$ cat src/rtl/cgra_config_sequencer.sv
`timescale 1ns/1ps
// -----------------------------------------------------------------------------
// cgra_config_sequencer
//
// Streams a fixed-length load of (address, data) configuration words from a
// valid/ready source onto the CGRA fabric config bus. Each word is strobed for
// one cycle, then held stable for HOLD_CYCLES cycles. When the load ends the
// bus is parked on PARK_ADDR and config_done is raised so datapath traffic can
// start. A source that stalls for TIMEOUT cycles aborts the load with error.
//
// Optional feature (macro CFG_CHECKSUM_EN): running sum of accepted data words,
// compared with expected_sum when a load completes normally.
//
// Ports:
//   clk, reset_n            clock, asynchronous active-low reset
//   start, num_words        load request pulse and its word count
//   in_valid/in_ready       source handshake
//   in_addr, in_data        source config word
//   config_addr/data/valid  fabric config bus and its one-cycle strobe
//   busy                    load in progress
//   config_done             load finished (level, until next accepted start)
//   error                   load aborted or failed (level)
//   expected_sum, sum_out   checksum reference / running sum (CFG_CHECKSUM_EN)
// -----------------------------------------------------------------------------
module cgra_config_sequencer #(
    parameter int unsigned    AW          = 32,
    parameter int unsigned    DW          = 32,
    parameter int unsigned    CW          = 16,
    parameter int unsigned    HOLD_CYCLES = 2,
    parameter int unsigned    TIMEOUT     = 1024,
    parameter logic [AW-1:0]  PARK_ADDR   = {AW{1'b1}}
) (
    input  logic          clk,
    input  logic          reset_n,
    input  logic          start,
    input  logic [CW-1:0] num_words,
    input  logic          in_valid,
    output logic          in_ready,
    input  logic [AW-1:0] in_addr,
    input  logic [DW-1:0] in_data,
`ifdef CFG_CHECKSUM_EN
    input  logic [DW-1:0] expected_sum,
    output logic [DW-1:0] sum_out,
`endif
    output logic [AW-1:0] config_addr,
    output logic [DW-1:0] config_data,
    output logic          config_valid,
    output logic          busy,
    output logic          config_done,
    output logic          error
);

    // Counter sizing; the max() guards keep widths legal for TIMEOUT=1 and
    // HOLD_CYCLES of 0 or 1.
    localparam int unsigned TMO_LAST  = (TIMEOUT > 0) ? TIMEOUT - 1 : 0;
    localparam int unsigned TW        = (TMO_LAST > 0) ? $clog2(TMO_LAST + 1) : 1;
    localparam int unsigned HOLD_LAST = (HOLD_CYCLES > 0) ? HOLD_CYCLES - 1 : 0;
    localparam int unsigned HW        = (HOLD_LAST > 0) ? $clog2(HOLD_LAST + 1) : 1;

    typedef enum logic [2:0] {
        S_IDLE,
        S_WAIT,
        S_ISSUE,
        S_HOLD,
        S_DONE
    } state_e;

    state_e        state_q, state_d;
    logic [CW-1:0] remaining_q, remaining_d;
    logic [TW-1:0] tmo_q, tmo_d;
    logic [HW-1:0] hold_q, hold_d;
    logic [AW-1:0] addr_q, addr_d;
    logic [DW-1:0] data_q, data_d;
    logic          done_q, done_d;
    logic          err_q, err_d;
`ifdef CFG_CHECKSUM_EN
    logic [DW-1:0] sum_q, sum_d;
    logic [DW-1:0] exp_q, exp_d;
`endif

    // Shared decode used by both the FSM and the datapath.
    logic start_ok, accept, tmo_hit, hold_end, more_words, enter_done;

    assign start_ok   = start && (state_q == S_IDLE || state_q == S_DONE);
    assign accept     = (state_q == S_WAIT) && in_valid;
    assign tmo_hit    = (state_q == S_WAIT) && !in_valid && (tmo_q == TW'(TMO_LAST));
    assign hold_end   = (hold_q == HW'(HOLD_LAST));
    assign more_words = (remaining_q != '0);
    assign enter_done = (state_d == S_DONE) && (state_q != S_DONE);

    // -------------------------------------------------------------------------
    // FSM: state register
    // -------------------------------------------------------------------------
    // NOTE: clocked state uses non-blocking assignments so every register
    // samples the pre-edge values of the others, independent of block order.
    always_ff @(posedge clk or negedge reset_n) begin
        if (!reset_n) state_q <= S_IDLE;
        else          state_q <= state_d;
    end

    // -------------------------------------------------------------------------
    // FSM: next-state logic
    // -------------------------------------------------------------------------
    // NOTE: every combinational output gets a default before the case so no
    // path leaves it unassigned, which would infer a latch.
    always_comb begin
        state_d = state_q;
        unique case (state_q)
            S_IDLE, S_DONE: begin
                if (start_ok) state_d = (num_words == '0) ? S_DONE : S_WAIT;
            end
            S_WAIT: begin
                if (accept)       state_d = S_ISSUE;
                else if (tmo_hit) state_d = S_DONE;
            end
            S_ISSUE: begin
                if (HOLD_CYCLES > 0) state_d = S_HOLD;
                else                 state_d = more_words ? S_WAIT : S_DONE;
            end
            S_HOLD: begin
                if (hold_end) state_d = more_words ? S_WAIT : S_DONE;
            end
            default: state_d = S_IDLE;
        endcase
    end

    // -------------------------------------------------------------------------
    // FSM: outputs decoded from the current state
    // -------------------------------------------------------------------------
    always_comb begin
        in_ready     = (state_q == S_WAIT);
        config_valid = (state_q == S_ISSUE);
        busy         = (state_q == S_WAIT) || (state_q == S_ISSUE) || (state_q == S_HOLD);
    end

    // -------------------------------------------------------------------------
    // Datapath next-state
    // -------------------------------------------------------------------------
    always_comb begin
        remaining_d = remaining_q;
        tmo_d       = tmo_q;
        hold_d      = hold_q;
        addr_d      = addr_q;
        data_d      = data_q;
        done_d      = done_q;
        err_d       = err_q;
`ifdef CFG_CHECKSUM_EN
        sum_d       = sum_q;
        exp_d       = exp_q;
`endif
        if (start_ok) begin
            // A zero-length load completes at once; there is nothing to
            // checksum, so error stays clear for it.
            remaining_d = num_words;
            tmo_d       = '0;
            done_d      = (num_words == '0);
            err_d       = 1'b0;
`ifdef CFG_CHECKSUM_EN
            sum_d       = '0;
            exp_d       = expected_sum;
`endif
        end else begin
            unique case (state_q)
                S_WAIT: begin
                    if (accept) begin
                        addr_d = in_addr;
                        data_d = in_data;
                        tmo_d  = '0;
                        if (more_words) remaining_d = remaining_q - CW'(1);
`ifdef CFG_CHECKSUM_EN
                        sum_d  = sum_q + in_data;
`endif
                    end else if (!tmo_hit) begin
                        tmo_d = tmo_q + TW'(1);
                    end
                end
                S_ISSUE: hold_d = '0;
                S_HOLD:  hold_d = hold_q + HW'(1);
                default: ;
            endcase

            if (enter_done) begin
                addr_d = PARK_ADDR;
                data_d = '0;
                done_d = 1'b1;
                err_d  = tmo_hit;
`ifdef CFG_CHECKSUM_EN
                if (!tmo_hit) err_d = (sum_q != exp_q);
`endif
            end
        end
    end

    // -------------------------------------------------------------------------
    // Datapath registers
    // -------------------------------------------------------------------------
    always_ff @(posedge clk or negedge reset_n) begin
        if (!reset_n) begin
            remaining_q <= '0;
            tmo_q       <= '0;
            hold_q      <= '0;
            addr_q      <= PARK_ADDR;
            data_q      <= '0;
            done_q      <= 1'b0;
            err_q       <= 1'b0;
`ifdef CFG_CHECKSUM_EN
            sum_q       <= '0;
            exp_q       <= '0;
`endif
        end else begin
            remaining_q <= remaining_d;
            tmo_q       <= tmo_d;
            hold_q      <= hold_d;
            addr_q      <= addr_d;
            data_q      <= data_d;
            done_q      <= done_d;
            err_q       <= err_d;
`ifdef CFG_CHECKSUM_EN
            sum_q       <= sum_d;
            exp_q       <= exp_d;
`endif
        end
    end

    assign config_addr = addr_q;
    assign config_data = data_q;
    assign config_done = done_q;
    assign error       = err_q;
`ifdef CFG_CHECKSUM_EN
    assign sum_out     = sum_q;
`endif

endmodule

$ cat config.mk
export PLATFORM = sky130hd
export DESIGN_NAME = cgra_config_sequencer
export DESIGN_NICKNAME = d
export VERILOG_FILES = /design/src/rtl/cgra_config_sequencer.sv
export SDC_FILE = /design/constraint.sdc
export NUM_CORES = 1
export LEC_CHECK = 0
export CAP_MARGIN = 20
export CORE_MARGIN = 3
export CORE_UTILIZATION = 45
export CTS_BUF_LIST = sky130_fd_sc_hd__clkbuf_8
export DETAILED_ROUTE_END_ITERATION = 12
export PLACE_DENSITY_LB_ADDON = 0.25
export REMOVE_ABC_BUFFERS = 1
export SLEW_MARGIN = 20
export SYNTH_ARGS = -nofsm -noshare
export SYNTH_HDL_FRONTEND = slang
export SYNTH_SLANG_ARGS = --single-unit
$ cat constraint.sdc
create_clock -name clk -period 3.8 [get_ports clk]
set_clock_uncertainty 0.2 [all_clocks]
set_input_delay 0.76 -clock clk [delete_from_list [all_inputs] [get_ports clk]]
set_output_delay 0.76 -clock clk [all_outputs]
set_load 0.05 [all_outputs]
Word-level counts from Yosys, hierarchy flattened:

Cells that the tools add are included.

* register bits after elaboration: 96
* bits in latches: 0
* bits in writable memories: 0
* memory bits (read-only): 0
* input port bits: 84
* output and inout port bits: 69
* word-level logic and storage cells: 70
* memories: 0

* add/subtract/negate cells: 3
* multiply operators: 0
* divide/modulo/power cells: 0
* $lt $le $gt $ge: 0
* equal/unequal tests: 8
* shift-type cells: 0
* mux-type cells: 26
* bitwise gates (word level): 1
* reductions and logical operators: 24

Operators with widths (number)
* 32-bit two-way mux: 6
* 16-bit two-way mux: 4
* 10-bit two-way mux: 4
* 3-bit two-way mux: 6
* 16-bit logical NOT: 1
* 16-bit nonzero test: 1
* 16-bit by 1-bit subtractor with 16-bit output (second input constant): 1
* 2-bit nonzero test: 7
* 3-bit case mux with 4 select lines: 1
* 10-bit by 1-bit adder with 10-bit output (second input constant): 1
* 10-bit equality test (second input constant): 1
* 3-bit by 2-bit equality test with 1-bit output (second input constant): 2
* 3-bit equality test (second input constant): 2
* 3-bit inequality test (second input constant): 2
* 3-bit AND reduction: 2
* 1-bit logical AND: 5
* 1-bit two-way mux: 4
* 2-bit AND reduction: 2
* 3-bit by 1-bit equality test with 1-bit output (second input constant): 1
* 3-bit logical NOT: 1
* 1-bit logical OR: 3
* 1-bit case mux with 2 select lines: 1
* 2-bit OR reduction: 1
* 1-bit adder (second input constant): 1
* other kinds (2): 2

Depth between registers and ports, before layout:

Gate-level depths: netlist of run 1.

* depth after elaboration: 10
* mapped depth: 8
* mapped depth without buffers: 7

Worst setup path after synthesis of run 1:

Ideal clock, no wire load.

* path type: reg-to-reg
* start point: register state_q[0]
* end point: register data_q[0] (netlist: config_data[0])
* setup time: 0.067 ns
* data arrival time: 2.906 ns
* required time: 3.533 ns
* path slack: 0.627 ns
* stages on the path, launching flop included: 7
* path buffers: 3
* path through: dfrtp_1 -> buf_2 -> nor3b_1 -> and2_0 -> clkbuf_1 -> buf_1 -> a22o_1

* word-level cells in the longest chain between the ends: 10
* elaborated cells between the ends (all ways): 24

RTL lines
* from (decl): RTL line 68 `state_e state_q, state_d;`
* from (signal assigned): RTL line 98 `else state_q <= state_d;`
* 3-bit by 1-bit equality test with 1-bit output *
* via in_ready: RTL line 38 `output logic in_ready,`
* 1-bit logical AND (2 in a row): RTL line 86 `assign tmo_hit = (state_q == S_WAIT) && !in_valid && (tmo_q == TW'(TMO_LAST));`
* 3-bit two-way mux: RTL line 114 `else if (tmo_hit) state_d = S_DONE;`
* 3-bit two-way mux: RTL line 113 `if (accept) state_d = S_ISSUE;`
* 3-bit case mux with 4 select lines: RTL line 108 `unique case (state_q)`
* 3-bit equality test: RTL line 89 `assign enter_done = (state_d == S_DONE) && (state_q != S_DONE);`
* 1-bit logical AND: RTL line 89
* 2-bit nonzero test (no line)
* 3-bit AND reduction (no line)
* to (signal assigned): RTL line 215 `data_q <= data_d;`
* to (decl): RTL line 73 `logic [DW-1:0] data_q, data_d;`

Mark *: on every way through the listed nets, which the timed path passes. The rest lies on a longest branch.
A chain may end at the register's enable or synchronous reset.

Worst setup path after layout of run 1:

* start point: register state_q[0]
* end point: output port in_ready

* word-level cells in the longest chain between the ends: 1

RTL lines
* 3-bit by 1-bit equality test with 1-bit output: RTL line 131 `in_ready = (state_q == S_WAIT);`
* to (decl): RTL line 38

Every way passes these cells.

==> results_dict.tcl, run 1 <==
set metrics [dict create \
    outcome "finished, final reports clean" \
    hold_class "input pin to async pin" \
    drive_gt1_share_pct 13.27 \
    dpl-instance-area_um2 5759 \
    synth.avg_cell_area_um2 11.94 \
    synth_warnings 0 \
    yosys.cell_types.count 48 \
    grt_usage_pct 20.89 \
    worstPathArrival_ns 2.14 \
    timing.hold.ws_ns 0.2216 \
    crit_path_end_kind "output port" \
    synthCells 350 \
    netlist_top_cells_area "dfrtp_1 38%, dfstp_2 20%, a22o_1 6.9%" \
    synthTopCellsByCount "64 x dfrtp_1, 33 x a22o_1, 32 x dfstp_2, 32 x o22a_1, 27 x nor2_1" \
    antenna_found_initial 0 \
    rsz0062_at_grt "false" \
    multiInputGateArea_um2 1599 \
    timing.final.crit_period_ns 3.097 \
    ant_nets 0 \
    cts-root-buf "clkbuf_8" \
    yosysTopAreaCellShare_pct 38.31 \
    dp_hpwl_um 7650 \
    pre_cts_ws_ns 0.6206 \
    hold_viol_final 0 \
    ios 153 \
    grt-ovfl-total 0 \
    core_um2 8891 \
    cts_buffers 9 \
    synth_top_area_cell "dfrtp_1" \
    die_x_um 102.4 \
    postCtsSetupRepairBufs 0 \
    critPathMaxFanout 11 \
    placedCellCount 597 \
    htree_levels 3 \
    cts_sinks 96 \
    clkSlewWorstSetupHoldPaths_ns 0.10 \
    slowest_delay_ns 0.87 \
    tightestPinTransition_ns 0.7663 \
    p_leak_nw 2.396 \
    first_global_vias 3556 \
    relSlewSlack_pct 48.44 \
    pwr_density_cell_nw_per_um2 936.2 \
    path_cells "nor3b_1 -> clkdlybuf4s50_1" \
    clk_latency_ns 0.35 \
    grt_pass1_wl_um 17370 \
    setup_violations 0 \
    syn-cell-area_um2 4180 \
    ys_seq_area_share_pct 58.43 \
    cpMaxStageDelayCell "clkdlybuf4s50_1" \
    drt_iter0_drc 142 \
    p_total_mw 5.565 \
    routed_wl_um 10800 \
    irDropWorstVdd_uv 594.8 \
    gp_congestion 0.8328 \
    nNetsFinal 586 \
    start_util_pct 47.02 \
    area_delta_synth_final_pct 42.20 \
    first_pass_iters 4 \
    regArea_um2 2442 \
    critPathLaunchType "register" \
    wire_per_inst_um 17.62 \
    rows 34 \
    vias_per_cell 5.502 \
    final_max_slew_viol_count 0 \
    critPathKind "register to output port" \
    critical-path-top-delay-family "buffers and inverters" \
    cts_hold_buf 0 \
    die_area_um2 10480 \
    ys_ff_latch 96 \
    remaining_drc_errors 0 \
    tritoncts "yes" \
    post_cts_resize_count 0 \
    instances_no_fill 613 \
    fmax_mhz 322.9 \
    setup_tns_ns 0 \
    dr_total_vias 3373 \
    synth_edf_count 0 \
    final_cell_area_um2 5944 \
    period_share_pct 81.50 \
    synthArstFlopShare_pct 100.0 \
    final_util_pct 66.86 \
    worstPathRequired_ns 2.84 \
    port_buffers 152 \
    grt_max_degree 84 \
    fin_ws_ns 0.7030 \
    cts.path.max_buffers 2 \
    maxCapViolCount 0 \
    path_buf_inv 1 \
    yosys_most_used_dff "dfrtp_1" \
    fillCellCount 679 \
    die_h_um 102.4 \
    yosys.cell_count.top_type "dfrtp_1" \
    antenna_cells 0 \
]
==> state kept, by name (all words and copies together), names as in the netlist <==
name,count
state_q,3
hold_end,1
error,1
config_data,32
remaining_q,16
config_addr,32
config_done,1
tmo_q,10
==> cell families (layout without fill, tap and decap cells) <==
logic type | Yosys count | in the layout | share of synthesized area, %
AND/OR/NAND/NOR | 111 | 111 | 14.88
flip-flops | 96 | 96 | 58.43
adder cells (fa/ha/maj) | 2 | 2 | 0.5985
XOR/XNOR | 19 | 19 | 3.981
AO/OA/AOI/OAI | 98 | 98 | 18.68
buffers and inverters | 24 | 179 | 3.442
==> path summary, 6_finish.rpt <==
| kind | from | end | slack, ns | cells past startpoint |
|---|---|---|---|---|
| worst min register to register | error | error | 0.31 | 1 |
| min in group clk | error | error | 0.31 | 1 |
| worst min-delay path | reset_n | remaining_q[14] | 0.22 | 1 |
| worst max register to register | remaining_q[6] | config_data[28] | 1.20 | 6 |
| max in group asynchronous | reset_n | config_addr[14] | 2.37 | 2 |
| worst max-delay path | state_q[0] | in_ready | 0.70 | 2 |
==> metal layers <==
metal | vias up | track usage, % | part of all wire (%)
li1 | 1601 | - | -
met2 | 95 | 33.38 | 49
met5 | - | 0 | 0
met4 | 0 | 4.238 | 1.0
met1 | 1668 | 27.75 | 43
met3 | 9 | 7.440 | 6.9
==> cells in the final DEF (no fill, tap or decap), types with 3 or more instances in the layout <==
cell type,count
nand3_1,9
nor3_1,5
nor4b_1,3
or2_2,3
nand4_1,12
dfstp_2,32
inv_1,5
xnor2_1,9
nor4_1,11
nand2_1,21
clkdlybuf4s50_1,151
nor2_1,27
clkbuf_8,10
nor3b_1,3
buf_4,6
xor2_1,10
a31oi_1,3
dfrtp_1,64
o21ai_0,16
a21oi_1,5
o22a_1,32
a22o_1,33
==> area by class of cell <==
class                           instances  area share (%)
Multi-Input combinational cell        230           26.90
Clock buffer                           10           2.315
Clock inverter                          6          0.7367
Timing Repair Buffer                  158           26.37
Tap cell                              108           2.273
Inverter                                5          0.3157
Sequential cell                        96           41.09
==> report_power, final <==
part           internal (mW)  switching (mW)
combinational           1.10            1.93
sequential              1.58           0.328
clock                  0.259           0.365
total                   2.94            2.62
Note: power is estimated with default switching activity, not from simulation.
==> run 2, diff against run 1 <==
==> constraint.sdc (replaced) <==
create_clock -name clk -period 3 [get_ports clk]
set_clock_uncertainty 0.2 [all_clocks]
set_input_delay 0.6 -clock clk [delete_from_list [all_inputs] [get_ports clk]]
set_output_delay 0.6 -clock clk [all_outputs]
set_load 0.05 [all_outputs]
==> results_dict.tcl, run 2 (synthesized netlist as in run 1, its figures left out) <==
set metrics [dict create \
    outcome "finished, final reports clean" \
    p_leak_nw 2.437 \
    setup_violations 0 \
    p_int_mw 3.753 \
    routed_wl_um 10960 \
    switching_share_pct 46.99 \
    dr_wl_met2_um 5528 \
    clkPwrFrac_pct 11.1 \
    rsz0062_at_grt "false" \
    core_um2 8891 \
    final_cell_area_um2 6008 \
    vias_per_cell 5.617 \
    power_frac_seq_pct 34.2 \
    hold_class "register to register" \
    final_common_cell "clkdlybuf4s50_1" \
    maxCapViolCount 0 \
    start_util_pct 47.02 \
    grt_pass1_wl_um 17610 \
    rows 34 \
    cts.path.max_buffers 2 \
    critical-path-top-delay-family "buffers and inverters" \
    wl_met1_um 4626 \
    pwr_density_cell_nw_per_um2 1179 \
    critPathLaunchType "register" \
    port_buffers 152 \
    remaining_drc_errors 0 \
    timing.hold.ws_ns 0.2849 \
    postCtsSetupRepairBufs 0 \
    die_area_um2 10480 \
    cpMaxStageDelayCell "clkdlybuf4s50_1" \
    ios 153 \
    timing.final.crit_period_ns 2.783 \
    first_global_vias 3531 \
    dp_hpwl_um 7672 \
    grt-ovfl-total 0 \
    gp_congestion 0.8292 \
    final_max_slew_viol_count 0 \
    multiInputGateArea_um2 1599 \
    wl_met3_um 690 \
    antenna_cells 0 \
    worstPathRequired_ns 2.20 \
    netSwitchingPower_mw 3.328 \
    drive_gt1_share_pct 13.73 \
    fmax_mhz 359.4 \
    p_comb_share_pct 54.7 \
    final_cell_mix "150 x clkdlybuf4s50_1, 64 x dfrtp_1, 33 x a22o_1" \
    cts_sinks 96 \
    cts_buffers 9 \
    hold_viol_final 0 \
    cts-root-buf "clkbuf_8" \
    dpl-instance-area_um2 5814 \
    slowest_delay_ns 0.81 \
    ant_nets 0 \
    antenna_found_initial 0 \
    dr.max_layer_used "met4" \
    nNetsFinal 591 \
    tritoncts "yes" \
    area_delta_synth_final_pct 43.73 \
    regArea_um2 2442 \
    dr_total_vias 3471 \
    worstPathArrival_ns 1.98 \
    die_h_um 102.4 \
    die_x_um 102.4 \
    period_share_pct 92.76 \
    path_buf_inv 1 \
    crit_path_end_kind "output port" \
    critPathKind "register to output port" \
    first_pass_iters 4 \
    irDropWorstVdd_uv 748.0 \
    path_cells "nand2b_1 -> nor2_1 -> clkdlybuf4s50_1" \
    grt_usage_pct 21.25 \
    tightestPinTransition_ns 0.8399 \
    critPathMaxFanout 8 \
    clk_latency_ns 0.35 \
    drt_iter0_drc 102 \
    htree_levels 3 \
    clkSlewWorstSetupHoldPaths_ns 0.09 \
    fillCellCount 698 \
    relSlewSlack_pct 43.49 \
    wire_per_inst_um 17.73 \
    grt_max_degree 71 \
]
run 2: changes by cell type in the layout (fill, tap and decap cells not counted):
cell	before	now
dlygate4sd3_1	0	1
clkdlybuf4s50_1	151	150
buf_12	0	2
inv_1	5	6
buf_6	1	0
clkinvlp_4	1	3
buf_4	6	9
clkinv_2	2	0
clkinv_4	2	1
dlymetal6s2s_1	0	1
run 2: power groups by stage:
stage | Combinational, mW | Clock (mW) | Sequential (mW)
CTS | 3.90 | 0.805 | 2.42
global route | 4.09 | 0.864 | 2.50
floorplan | 1.06 | 0 | 3.88
finish | 3.87 | 0.788 | 2.42
detailed placement | 3.89 | 0 | 2.42
global placement | 3.84 | 0 | 2.41
run 2: path summary, 6_finish.rpt:
check	startpoint	endpoint	slack [ns]	depth (start not counted)
setup / recovery	state_q[2]	config_valid	0.22	3
hold / removal	error	error	0.28	1
setup reg to reg	remaining_q[12]	config_addr[6]	0.39	5
hold reg to reg	error	error	0.28	1
max in group asynchronous	reset_n	config_addr[21]	1.37	3
min in group asynchronous	reset_n	remaining_q[14]	0.49	2
run 2: layout make-up:
class / instances / area share (%)
clock buffers: 10 / 2.291
clock inverters: 6 / 0.7289
inverters: 5 / 0.3124
multi-input cells: 230 / 26.61
flip-flops and latches: 96 / 40.65
well taps: 108 / 2.249
repair buffers: 163 / 27.16
run 2: metrics by stage:
step / instances / power, mW / TNS, ns / util (%) / setup WS, ns
5_1_grt: 618 / 7.455 / 0 / 67.58 / 0.1041
3_5_place_dp: 601 / 6.317 / 0 / 65.40 / 0.08993
4_1_cts: 618 / 7.133 / 0 / 67.55 / 0.06589
6_report: 618 / 7.081 / 0 / 67.58 / 0.2173
2_1_floorplan: 331 / 4.938 / -64.02 / - / -1.029
3_3_place_gp: 601 / 6.247 / 0 / 65.40 / 0.1044
run 2: repair_timing:
action | 4_1_cts | 5_1_grt
hold buffers | 1 | 0
endpoints found under the hold margin | 26 | 0
setup endpoints to repair | 0 | 1
gates resized for setup | 0 | 1
run 2: metal layers:
metal | track usage [%] | up-vias
li1 | - | 1613
met1 | 28.17 | 1744
met2 | 34.48 | 106
met3 | 5.666 | 8
met4 | 6.256 | 0
met5 | 0 | -
==> run 3, diff against run 2 <==
--- a/config.mk
+++ b/config.mk
@@ -5,6 +5,7 @@
 export SDC_FILE = /design/constraint.sdc
 export NUM_CORES = 1
 export LEC_CHECK = 0
+export ABC_CLOCK_PERIOD_IN_PS = 3000
 export CAP_MARGIN = 20
 export CORE_MARGIN = 3
 export CORE_UTILIZATION = 45
@@ -12,7 +13,7 @@
 export DETAILED_ROUTE_END_ITERATION = 12
 export PLACE_DENSITY_LB_ADDON = 0.25
 export REMOVE_ABC_BUFFERS = 1
-export SLEW_MARGIN = 20
 export SYNTH_ARGS = -nofsm -noshare
 export SYNTH_HDL_FRONTEND = slang
 export SYNTH_SLANG_ARGS = --single-unit
+export TNS_END_PERCENT = 1
==> results of run 3 <==
Final layout, timing and power as in run 2 (identical DEF).
